File: src/rtl/dcm_mode_sequencer_pkg.sv
// Shared definitions for the DCM mode sequencer: state codes, relock counter
// sizing and the timer width rule.
package dcm_seq_pkg;

    typedef enum logic [2:0] {
        ST_IDLE      = 3'd0,
        ST_MEASURE   = 3'd1,
        ST_DCM_RST   = 3'd2,
        ST_WAIT_LOCK = 3'd3,
        ST_RUN       = 3'd4,
        ST_FAULT     = 3'd5
    } seq_state_e;

    localparam int RELOCK_W = 8;
    localparam logic [RELOCK_W-1:0] RELOCK_SAT = 8'd255;

    // A counter that must reach n needs one bit of headroom above $clog2(n).
    function automatic int tmr_w(input int n);
        return $clog2(n) + 1;
    endfunction

endpackage

File: src/rtl/dcm_mode_sequencer_if.sv
// Counter-result inputs and DCM control/status outputs of the sequencer,
// grouped so the sequencer and its environment connect through one port.
interface dcm_mode_sequencer_if;
    import dcm_seq_pkg::*;

    logic [31:0]         I_freq_word;
    logic                I_freq_mode;
    logic                I_freq_or;
    logic                I_freq_set;
    logic                I_dcm_locked;
    logic                O_freq_reset;
    logic                O_dcm_reset;
    logic                O_dcm_hf_sel;
    logic                O_ready;
    logic                O_fault;
    logic [2:0]          O_state;
    logic [RELOCK_W-1:0] O_relock_count;

    modport master (
        input  I_freq_word, I_freq_mode, I_freq_or, I_freq_set, I_dcm_locked,
        output O_freq_reset, O_dcm_reset, O_dcm_hf_sel, O_ready, O_fault,
               O_state, O_relock_count
    );

    modport slave (
        output I_freq_word, I_freq_mode, I_freq_or, I_freq_set, I_dcm_locked,
        input  O_freq_reset, O_dcm_reset, O_dcm_hf_sel, O_ready, O_fault,
               O_state, O_relock_count
    );

endinterface

File: src/rtl/dcm_mode_sequencer_seq_timer.sv
// Clearable up-counter with a terminal-count flag against a supplied value.
module seq_timer #(
    parameter int W = 8
) (
    input  logic         clk,
    input  logic         rst,
    input  logic         clr,
    input  logic         en,
    input  logic [W-1:0] tc_val,
    output logic         tc
);

    logic [W-1:0] cnt;

    always_ff @(posedge clk) begin
        if (rst || clr) begin
            cnt <= '0;
        end else if (en) begin
            cnt <= cnt + 1'b1;
        end
    end

    assign tc = (cnt == tc_val);

endmodule

File: src/rtl/dcm_mode_sequencer.sv
// Sequences the DCM through measure / configure / reset / wait-lock / run from
// the frequency counter's results, with bounded lock retries and a fault holdoff.
module dcm_mode_sequencer
    import dcm_seq_pkg::*;
#(
    parameter int RST_CYCLES      = 16,
    parameter int LOCK_TIMEOUT    = 1000000,
    parameter int MAX_RETRIES     = 3,
    parameter int MISMATCH_CYCLES = 1024,
    parameter int FAULT_HOLDOFF   = 100000
) (
    input  logic                  I_ref_clk,
    input  logic                  I_reset,
    dcm_mode_sequencer_if.master  bus
);

    localparam int W_RST  = tmr_w(RST_CYCLES);
    localparam int W_LOCK = tmr_w(LOCK_TIMEOUT);
    localparam int W_HOLD = tmr_w(FAULT_HOLDOFF);
    localparam int W_TA   = (W_RST > W_LOCK) ? W_RST : W_LOCK;
    localparam int TW     = (W_TA > W_HOLD) ? W_TA : W_HOLD;
    localparam int MW     = tmr_w(MISMATCH_CYCLES);
    localparam int RW     = tmr_w(MAX_RETRIES);

    localparam logic [TW-1:0] RST_TC   = TW'(RST_CYCLES - 1);
    localparam logic [TW-1:0] LOCK_TC  = TW'(LOCK_TIMEOUT - 1);
    localparam logic [TW-1:0] HOLD_TC  = TW'(FAULT_HOLDOFF - 1);
    localparam logic [MW-1:0] MM_TC    = MW'(MISMATCH_CYCLES - 1);
    localparam logic [RW-1:0] RETRY_LIM = RW'(MAX_RETRIES);

    seq_state_e          state, state_nx;
    logic [RW-1:0]       retry, retry_nx;
    logic                freq_reset, freq_reset_d;
    logic                dcm_reset, dcm_reset_d;
    logic                hf_sel, hf_sel_d;
    logic                ready, ready_d;
    logic                fault, fault_d;
    logic [RELOCK_W-1:0] relock, relock_d;

    logic          tmr_en, tmr_tc;
    logic [TW-1:0] tmr_tc_val;
    logic          mm_cycle, mm_tc, mm_exit;

    // One interval timer serves every timed state; it restarts on each state change.
    always_comb begin
        tmr_tc_val = HOLD_TC;
        case (state)
            ST_DCM_RST:   tmr_tc_val = RST_TC;
            ST_WAIT_LOCK: tmr_tc_val = LOCK_TC;
            default:      tmr_tc_val = HOLD_TC;
        endcase
    end

    assign tmr_en = (state == ST_DCM_RST) || (state == ST_WAIT_LOCK) || (state == ST_FAULT);

    seq_timer #(.W(TW)) u_interval (
        .clk    (I_ref_clk),
        .rst    (I_reset),
        .clr    (state_nx != state),
        .en     (tmr_en),
        .tc_val (tmr_tc_val),
        .tc     (tmr_tc)
    );

    assign mm_cycle = (state == ST_RUN) && bus.I_freq_set &&
                      (bus.I_freq_or || (bus.I_freq_mode != hf_sel));

    // Any non-mismatch cycle, including leaving RUN, restarts the consecutive count.
    seq_timer #(.W(MW)) u_mismatch (
        .clk    (I_ref_clk),
        .rst    (I_reset),
        .clr    (!mm_cycle),
        .en     (mm_cycle),
        .tc_val (MM_TC),
        .tc     (mm_tc)
    );

    assign mm_exit = mm_cycle && mm_tc;

    // State register with registered outputs
    always_ff @(posedge I_ref_clk) begin
        if (I_reset) begin
            state      <= ST_IDLE;
            retry      <= '0;
            freq_reset <= 1'b1;
            dcm_reset  <= 1'b1;
            hf_sel     <= 1'b0;
            ready      <= 1'b0;
            fault      <= 1'b0;
            relock     <= '0;
        end else begin
            state      <= state_nx;
            retry      <= retry_nx;
            freq_reset <= freq_reset_d;
            dcm_reset  <= dcm_reset_d;
            hf_sel     <= hf_sel_d;
            ready      <= ready_d;
            fault      <= fault_d;
            relock     <= relock_d;
        end
    end

    // Next-state logic
    always_comb begin
        state_nx = state;
        retry_nx = retry;
        case (state)
            ST_IDLE: state_nx = ST_MEASURE;
            ST_MEASURE: begin
                if (bus.I_freq_set) begin
                    state_nx = bus.I_freq_or ? ST_FAULT : ST_DCM_RST;
                end
            end
            ST_DCM_RST: begin
                if (tmr_tc) begin
                    state_nx = ST_WAIT_LOCK;
                end
            end
            ST_WAIT_LOCK: begin
                if (bus.I_dcm_locked) begin
                    state_nx = ST_RUN;
                    retry_nx = '0;
                end else if (tmr_tc) begin
                    retry_nx = retry + 1'b1;
                    state_nx = (retry_nx < RETRY_LIM) ? ST_DCM_RST : ST_FAULT;
                end
            end
            ST_RUN: begin
                // Losing lock outranks a mode mismatch completing on the same cycle.
                if (!bus.I_dcm_locked) begin
                    state_nx = ST_DCM_RST;
                end else if (mm_exit) begin
                    state_nx = ST_IDLE;
                end
            end
            ST_FAULT: begin
                if (tmr_tc) begin
                    state_nx = ST_IDLE;
                    retry_nx = '0;
                end
            end
            default: state_nx = ST_IDLE;
        endcase
    end

    // Output logic: values for the state being entered
    always_comb begin
        freq_reset_d = 1'b0;
        dcm_reset_d  = 1'b1;
        hf_sel_d     = hf_sel;
        ready_d      = 1'b0;
        fault_d      = fault;
        relock_d     = relock;
        case (state_nx)
            ST_IDLE:      freq_reset_d = 1'b1;
            ST_WAIT_LOCK: dcm_reset_d  = 1'b0;
            ST_RUN: begin
                dcm_reset_d = 1'b0;
                ready_d     = 1'b1;
                fault_d     = 1'b0;
            end
            ST_FAULT:     fault_d = 1'b1;
            default:      ;
        endcase
        if ((state == ST_MEASURE) && bus.I_freq_set && !bus.I_freq_or) begin
            hf_sel_d = bus.I_freq_mode;
        end
        if ((state == ST_RUN) && (state_nx != ST_RUN) && (relock != RELOCK_SAT)) begin
            relock_d = relock + 1'b1;
        end
    end

    assign bus.O_state        = state;
    assign bus.O_freq_reset   = freq_reset;
    assign bus.O_dcm_reset    = dcm_reset;
    assign bus.O_dcm_hf_sel   = hf_sel;
    assign bus.O_ready        = ready;
    assign bus.O_fault        = fault;
    assign bus.O_relock_count = relock;

endmodule

File: src/flat_wrapper.sv
// flat-port wrapper written by rule: the top's interface ports become plain ports
module dcm_mode_sequencer_flat import dcm_seq_pkg::*;
#(
    parameter int RST_CYCLES      = 16,
    parameter int LOCK_TIMEOUT    = 1000000,
    parameter int MAX_RETRIES     = 3,
    parameter int MISMATCH_CYCLES = 1024,
    parameter int FAULT_HOLDOFF   = 100000
)
  (I_ref_clk, I_reset, bus_I_freq_word, bus_I_freq_mode, bus_I_freq_or, bus_I_freq_set, bus_I_dcm_locked, bus_O_freq_reset, bus_O_dcm_reset, bus_O_dcm_hf_sel, bus_O_ready, bus_O_fault, bus_O_state, bus_O_relock_count);
  dcm_mode_sequencer_if bus_i ();
  input  logic I_ref_clk;
  input  logic I_reset;
  input wire logic [$bits(bus_i.I_freq_word)-1:0] bus_I_freq_word;
  input wire logic [$bits(bus_i.I_freq_mode)-1:0] bus_I_freq_mode;
  input wire logic [$bits(bus_i.I_freq_or)-1:0] bus_I_freq_or;
  input wire logic [$bits(bus_i.I_freq_set)-1:0] bus_I_freq_set;
  input wire logic [$bits(bus_i.I_dcm_locked)-1:0] bus_I_dcm_locked;
  output wire logic [$bits(bus_i.O_freq_reset)-1:0] bus_O_freq_reset;
  output wire logic [$bits(bus_i.O_dcm_reset)-1:0] bus_O_dcm_reset;
  output wire logic [$bits(bus_i.O_dcm_hf_sel)-1:0] bus_O_dcm_hf_sel;
  output wire logic [$bits(bus_i.O_ready)-1:0] bus_O_ready;
  output wire logic [$bits(bus_i.O_fault)-1:0] bus_O_fault;
  output wire logic [$bits(bus_i.O_state)-1:0] bus_O_state;
  output wire logic [$bits(bus_i.O_relock_count)-1:0] bus_O_relock_count;
  assign bus_i.I_freq_word = bus_I_freq_word;
  assign bus_i.I_freq_mode = bus_I_freq_mode;
  assign bus_i.I_freq_or = bus_I_freq_or;
  assign bus_i.I_freq_set = bus_I_freq_set;
  assign bus_i.I_dcm_locked = bus_I_dcm_locked;
  assign bus_O_freq_reset = bus_i.O_freq_reset;
  assign bus_O_dcm_reset = bus_i.O_dcm_reset;
  assign bus_O_dcm_hf_sel = bus_i.O_dcm_hf_sel;
  assign bus_O_ready = bus_i.O_ready;
  assign bus_O_fault = bus_i.O_fault;
  assign bus_O_state = bus_i.O_state;
  assign bus_O_relock_count = bus_i.O_relock_count;
  dcm_mode_sequencer #(.RST_CYCLES(RST_CYCLES), .LOCK_TIMEOUT(LOCK_TIMEOUT), .MAX_RETRIES(MAX_RETRIES), .MISMATCH_CYCLES(MISMATCH_CYCLES), .FAULT_HOLDOFF(FAULT_HOLDOFF)) u_core (.I_ref_clk(I_ref_clk), .I_reset(I_reset), .bus(bus_i));
endmodule
File: config.mk
export PLATFORM = sky130hd
export DESIGN_NAME = dcm_mode_sequencer_flat
export DESIGN_NICKNAME = d
export VERILOG_FILES = /design/src/rtl/dcm_mode_sequencer_pkg.sv /design/src/rtl/dcm_mode_sequencer_if.sv /design/src/rtl/dcm_mode_sequencer_seq_timer.sv /design/src/rtl/dcm_mode_sequencer.sv /design/src/flat_wrapper.sv
export SDC_FILE = /design/constraint.sdc
export NUM_CORES = 1
export LEC_CHECK = 0
export ABC_AREA = 1
export BUFFER_PORTS_ARGS = -buffer_cell sky130_fd_sc_hd__buf_2
export CAP_MARGIN = 10
export CORE_MARGIN = 2
export CORE_UTILIZATION = 30
export DETAILED_ROUTE_END_ITERATION = 16
export GPL_TIMING_DRIVEN = 0
export SETUP_SLACK_MARGIN = 0.1
export SLEW_MARGIN = 5
export SYNTH_ARGS = -nofsm -noshare
export SYNTH_HDL_FRONTEND = slang
export SYNTH_SLANG_ARGS = --single-unit
File: constraint.sdc
create_clock -name I_ref_clk -period 1.9 [get_ports I_ref_clk]
set_input_delay 0.38 -clock I_ref_clk [delete_from_list [all_inputs] [get_ports I_ref_clk]]
set_output_delay 0.38 -clock I_ref_clk [all_outputs]
set_load 0.005 [all_outputs]
==> impl_metrics.py <==
metrics = {
    "outcome": {
        "status": "finished, violations left",
        "violations": "negative setup slack",
    },
    "setup_path": {
        "cpMaxStageDelayCell": "dfxtp_2",
        "arrival_ns": 2.28,
        "critPathMaxFanout": 5,
        "cpLargestDelayFamily": "simple AND/OR/NAND/NOR gates",
        "worst-setup-path-type": "register to register",
        "crit_path_end_kind": "register",
        "start_kind": "register",
        "critPathRequiredTime_ns": 2.10,
        "crit_path_frequent_cell": "nand2_1",
        "critPathMaxStageDelay_ns": 0.33,
        "crit_chain": "buf_6 > buf_4 > buf_4 > nor3_2 > nand3_1 > nand2_1 > a21oi_2 > nand2_1 > clkinv_2 > nand2_2 > nand2_1 > nand2_1 > inv_2 > nand2_4 > clkbuf_16 > nor2_2",
        "path_buf_inv": 6,
    },
    "floorplan": {
        "coreArea_sq_mm": 0.00872,
        "fp.dieH_um": 98.7,
        "ios": 54,
        "initial_utilization_pct": 30.8,
        "chipWidth_um": 98.7,
        "die-area_sq_mm": 0.00973,
        "rows": 34,
    },
    "sta": {
        "skew_ns": 0.0101,
        "fin_crit_ns": 2.07,
        "worstMarginPinSlew_ns": 0.725,
        "worst_slack_ns": -0.175,
        "clock.fmax_mhz": 482,
        "slew_headroom_pct": 51.5,
        "finalCritPeriodShare_pct": 109,
        "rsz0062_at_grt": "true",
        "final-setup-viol-count": 31,
        "hold_viol": 0,
        "slew_viol_final": 0,
    },
    "synth": {
        "syn_inst": 377,
        "synth_top_area_cell": "dfxtp_1",
        "ys_ff_latch": 51,
        "synth_top_area_share_pct": 38.0,
        "syn_nets": 419,
        "ys_top_cells_by_area": "dfxtp_1 (38%), nand2_1 (12%), xor2_1 (6.5%), nor2_1 (6.0%), inv_1 (5.9%)",
        "synth_warnings": 0,
        "syn_area_sq_mm": 0.00269,
        "yosysSeqAreaShare_pct": 38.0,
        "synth.distinct_cells": 29,
        "avgSynthCellArea_sq_um": 7.13,
    },
    "clocking": {
        "cts_tree": "done",
        "clk_path_buf_depth": 2,
        "cts_root_buffer": "clkbuf_8",
        "postCtsHoldBufs": 0,
        "clk_pin_slew_ns": 0.10,
        "clock-sinks": 51,
        "numCtsBuffers": 5,
        "clk_latency_ns": 0.31,
        "h-tree-depth": 2,
    },
    "global_routing": {
        "antenna_found_initial": 0,
        "grt_max_degree": 16,
        "groute.layer.met3.usage_pct": 2.77,
        "gr-max-usage-layer": "met2",
        "grt_pass1_vias": 2400,
        "met1_usage_pct": 16.0,
        "overflow": 0,
        "grt_use_met2_pct": 22.3,
        "grt_pass1_wl_mm": 10.4,
        "grt_use_total_pct": 13.0,
    },
    "placement": {
        "dp_slack_ns": -0.192,
        "port_buffers": 21,
        "hpwl_mm": 4.24,
        "dp_cells": 506,
        "place_congestion": 0.843,
    },
    "finish": {
        "postLayoutCoreUtil_pct": 42.9,
        "fin_nets": 487,
        "nFillCells": 853,
        "drive_gt1_share_pct": 38.9,
        "diodes": 0,
        "stdcell_count": 553,
        "syn_to_final_growth_pct": 39.2,
    },
    "route": {
        "wl_per_cell_um": 11.9,
        "drt_iter0_drc": 89,
        "avgViaCountPerCell": 4.63,
        "remaining_drc_errors": 0,
        "vias": 2559,
        "dr.pass1.iters": 4,
        "ant_nets": 0,
        "wl_mm": 6.60,
    },
    "pwr": {
        "intPower_mw": 1.53,
        "ir_worst_vdd_uv": 530,
        "combPwrFrac_pct": 18.7,
        "sw_frac_of_total_pct": 27.9,
        "pwr_density_cell_mw_per_mm2": 566,
        "seq_power_share_pct": 52.2,
        "p_leak_nw": 1.49,
        "power_switching_mw": 0.592,
        "clockPowerShare_pct": 29.1,
    },
    "job": {
        "drv_cap": 0,
    },
    "worst_hold_path": {
        "hp-class": "input port to register",
    },
}
cells in the final DEF, fill, tap and decap left out, types with 7 or more instances in the layout:
| master | count |
|---|---|
| buf_4 | 30 |
| dfxtp_1 | 43 |
| a21oi_1 | 12 |
| buf_2 | 21 |
| dfxtp_2 | 7 |
| xor2_1 | 19 |
| inv_2 | 7 |
| inv_1 | 38 |
| nor2_2 | 30 |
| nor2_1 | 28 |
| nand3_1 | 21 |
| buf_6 | 9 |
| nor2_4 | 8 |
| xnor2_1 | 10 |
| nand2_1 | 74 |
| nand2_2 | 13 |
power groups by stage:
stage / Clock (mW) / Combinational, mW / Sequential, mW
after floorplan: 0 / 0.156 / 1.12
after global placement: 0 / 0.216 / 1.12
after detailed placement: 0 / 0.219 / 1.12
after CTS: 0.630 / 0.309 / 1.10
after global routing: 0.663 / 0.426 / 1.11
final: 0.616 / 0.396 / 1.10
final cells by class:
| type | instances | area, sq um | area share [%] |
|---|---|---|---|
| inverter | 48 | 191 | 5.12 |
| multi-input combinational | 272 | 1760 | 47.0 |
| sequential | 51 | 1030 | 27.6 |
| tap | 108 | 135 | 3.61 |
| clock buffer | 5 | 68.8 | 1.84 |
| timing repair buffer | 61 | 473 | 12.6 |
| buffer | 6 | 68.8 | 1.84 |
| clock inverter | 2 | 13.8 | 0.368 |
state kept, by name, indices dropped and copies added (netlist names):
register and count:
u_core.bus.O_ready 1, u_core.retry 3, u_core.bus.O_freq_reset 1, u_core.bus.O_dcm_hf_sel 1, u_core.bus.O_dcm_reset 1, u_core.u_mismatch.cnt 11
u_core.bus.O_fault 1, u_core.u_interval.cnt 21, u_core.bus.O_relock_count 8, u_core.bus.O_state 3
metrics by stage:
step / hold WS, ns / power (mW) / TNS (ns) / area, sq um
final: 0.288 / 2.12 / -3.92 / 3740
after global routing: 0.284 / 2.20 / -9.34 / 3740
after CTS: 0.290 / 2.04 / -2.19 / 3430
after detailed placement: 0.413 / 1.34 / -5.23 / 2970
after global placement: 0.401 / 1.34 / -4.35 / 2970
after floorplan: 0.395 / 1.28 / 0 / 2730
what timing repair did:
item	CTS	global route
endpoints found under the setup margin	33	38
cloned	1	1
gates resized for setup	40	52
setup buffers	29	10
pin swaps	11	23
kinds of logic (layout without fill, tap and decap cells):
group | after synthesis | in the layout | synth area share (%)
xor gates and xnor gates | 30 | 30 | 9.78
AOI/OAI and AO/OA | 28 | 28 | 5.49
and+or+nand+nor | 209 | 209 | 36.1
adders and majority gates | 4 | 4 | 1.86
muxes | 1 | 1 | 0.372
DFF | 51 | 51 | 38.0
buffers and inverters | 54 | 122 | 8.38
routing by layer:
metal  up-vias  part of all wire (%)
met1      1192                    45
li1       1323                     -
met3         8                   2.9
met4         0                   1.6
met5         -                     0
met2        36                    50
cell usage after synthesis:
cell type / n
nand2_1: 86
dfxtp_1: 51
nor2_1: 43
inv_1: 42
nand3_1: 29
nor2_2: 23
xor2_1: 20
a21oi_1: 18
xnor2_1: 10
nor3_1: 9
nand4_1: 6
o21ai_0: 6
nand2_2: 5
ha_1: 4
inv_2: 4
nand3_2: 4
a31oi_1: 2
buf_6: 2
clkbuf_1: 2
nand4_2: 2
a211oi_1: 1
buf_2: 1
buf_4: 1
clkinv_1: 1
inv_4: 1
mux2i_1: 1
nand2_4: 1
nor3b_1: 1
o21bai_1: 1
final timing paths:
| kind | startpoint | endpoint | slack [ns] | depth (start not counted) |
|---|---|---|---|---|
| max reg2reg | u_core.bus.O_state[2]$_SDFF_PP0_ | u_core.u_interval.cnt[0]$_SDFFE_PP0P_ | -0.17 | 16 |
| min reg2reg | u_core.retry[1]$_SDFFE_PP0P_ | u_core.retry[1]$_SDFFE_PP0P_ | 0.49 | 2 |
| max | u_core.bus.O_state[2]$_SDFF_PP0_ | u_core.u_interval.cnt[0]$_SDFFE_PP0P_ | -0.17 | 16 |
| min | I_reset | u_core.bus.O_ready$_SDFF_PP0_ | 0.29 | 2 |
Note: power is estimated with default switching activity, not from simulation.
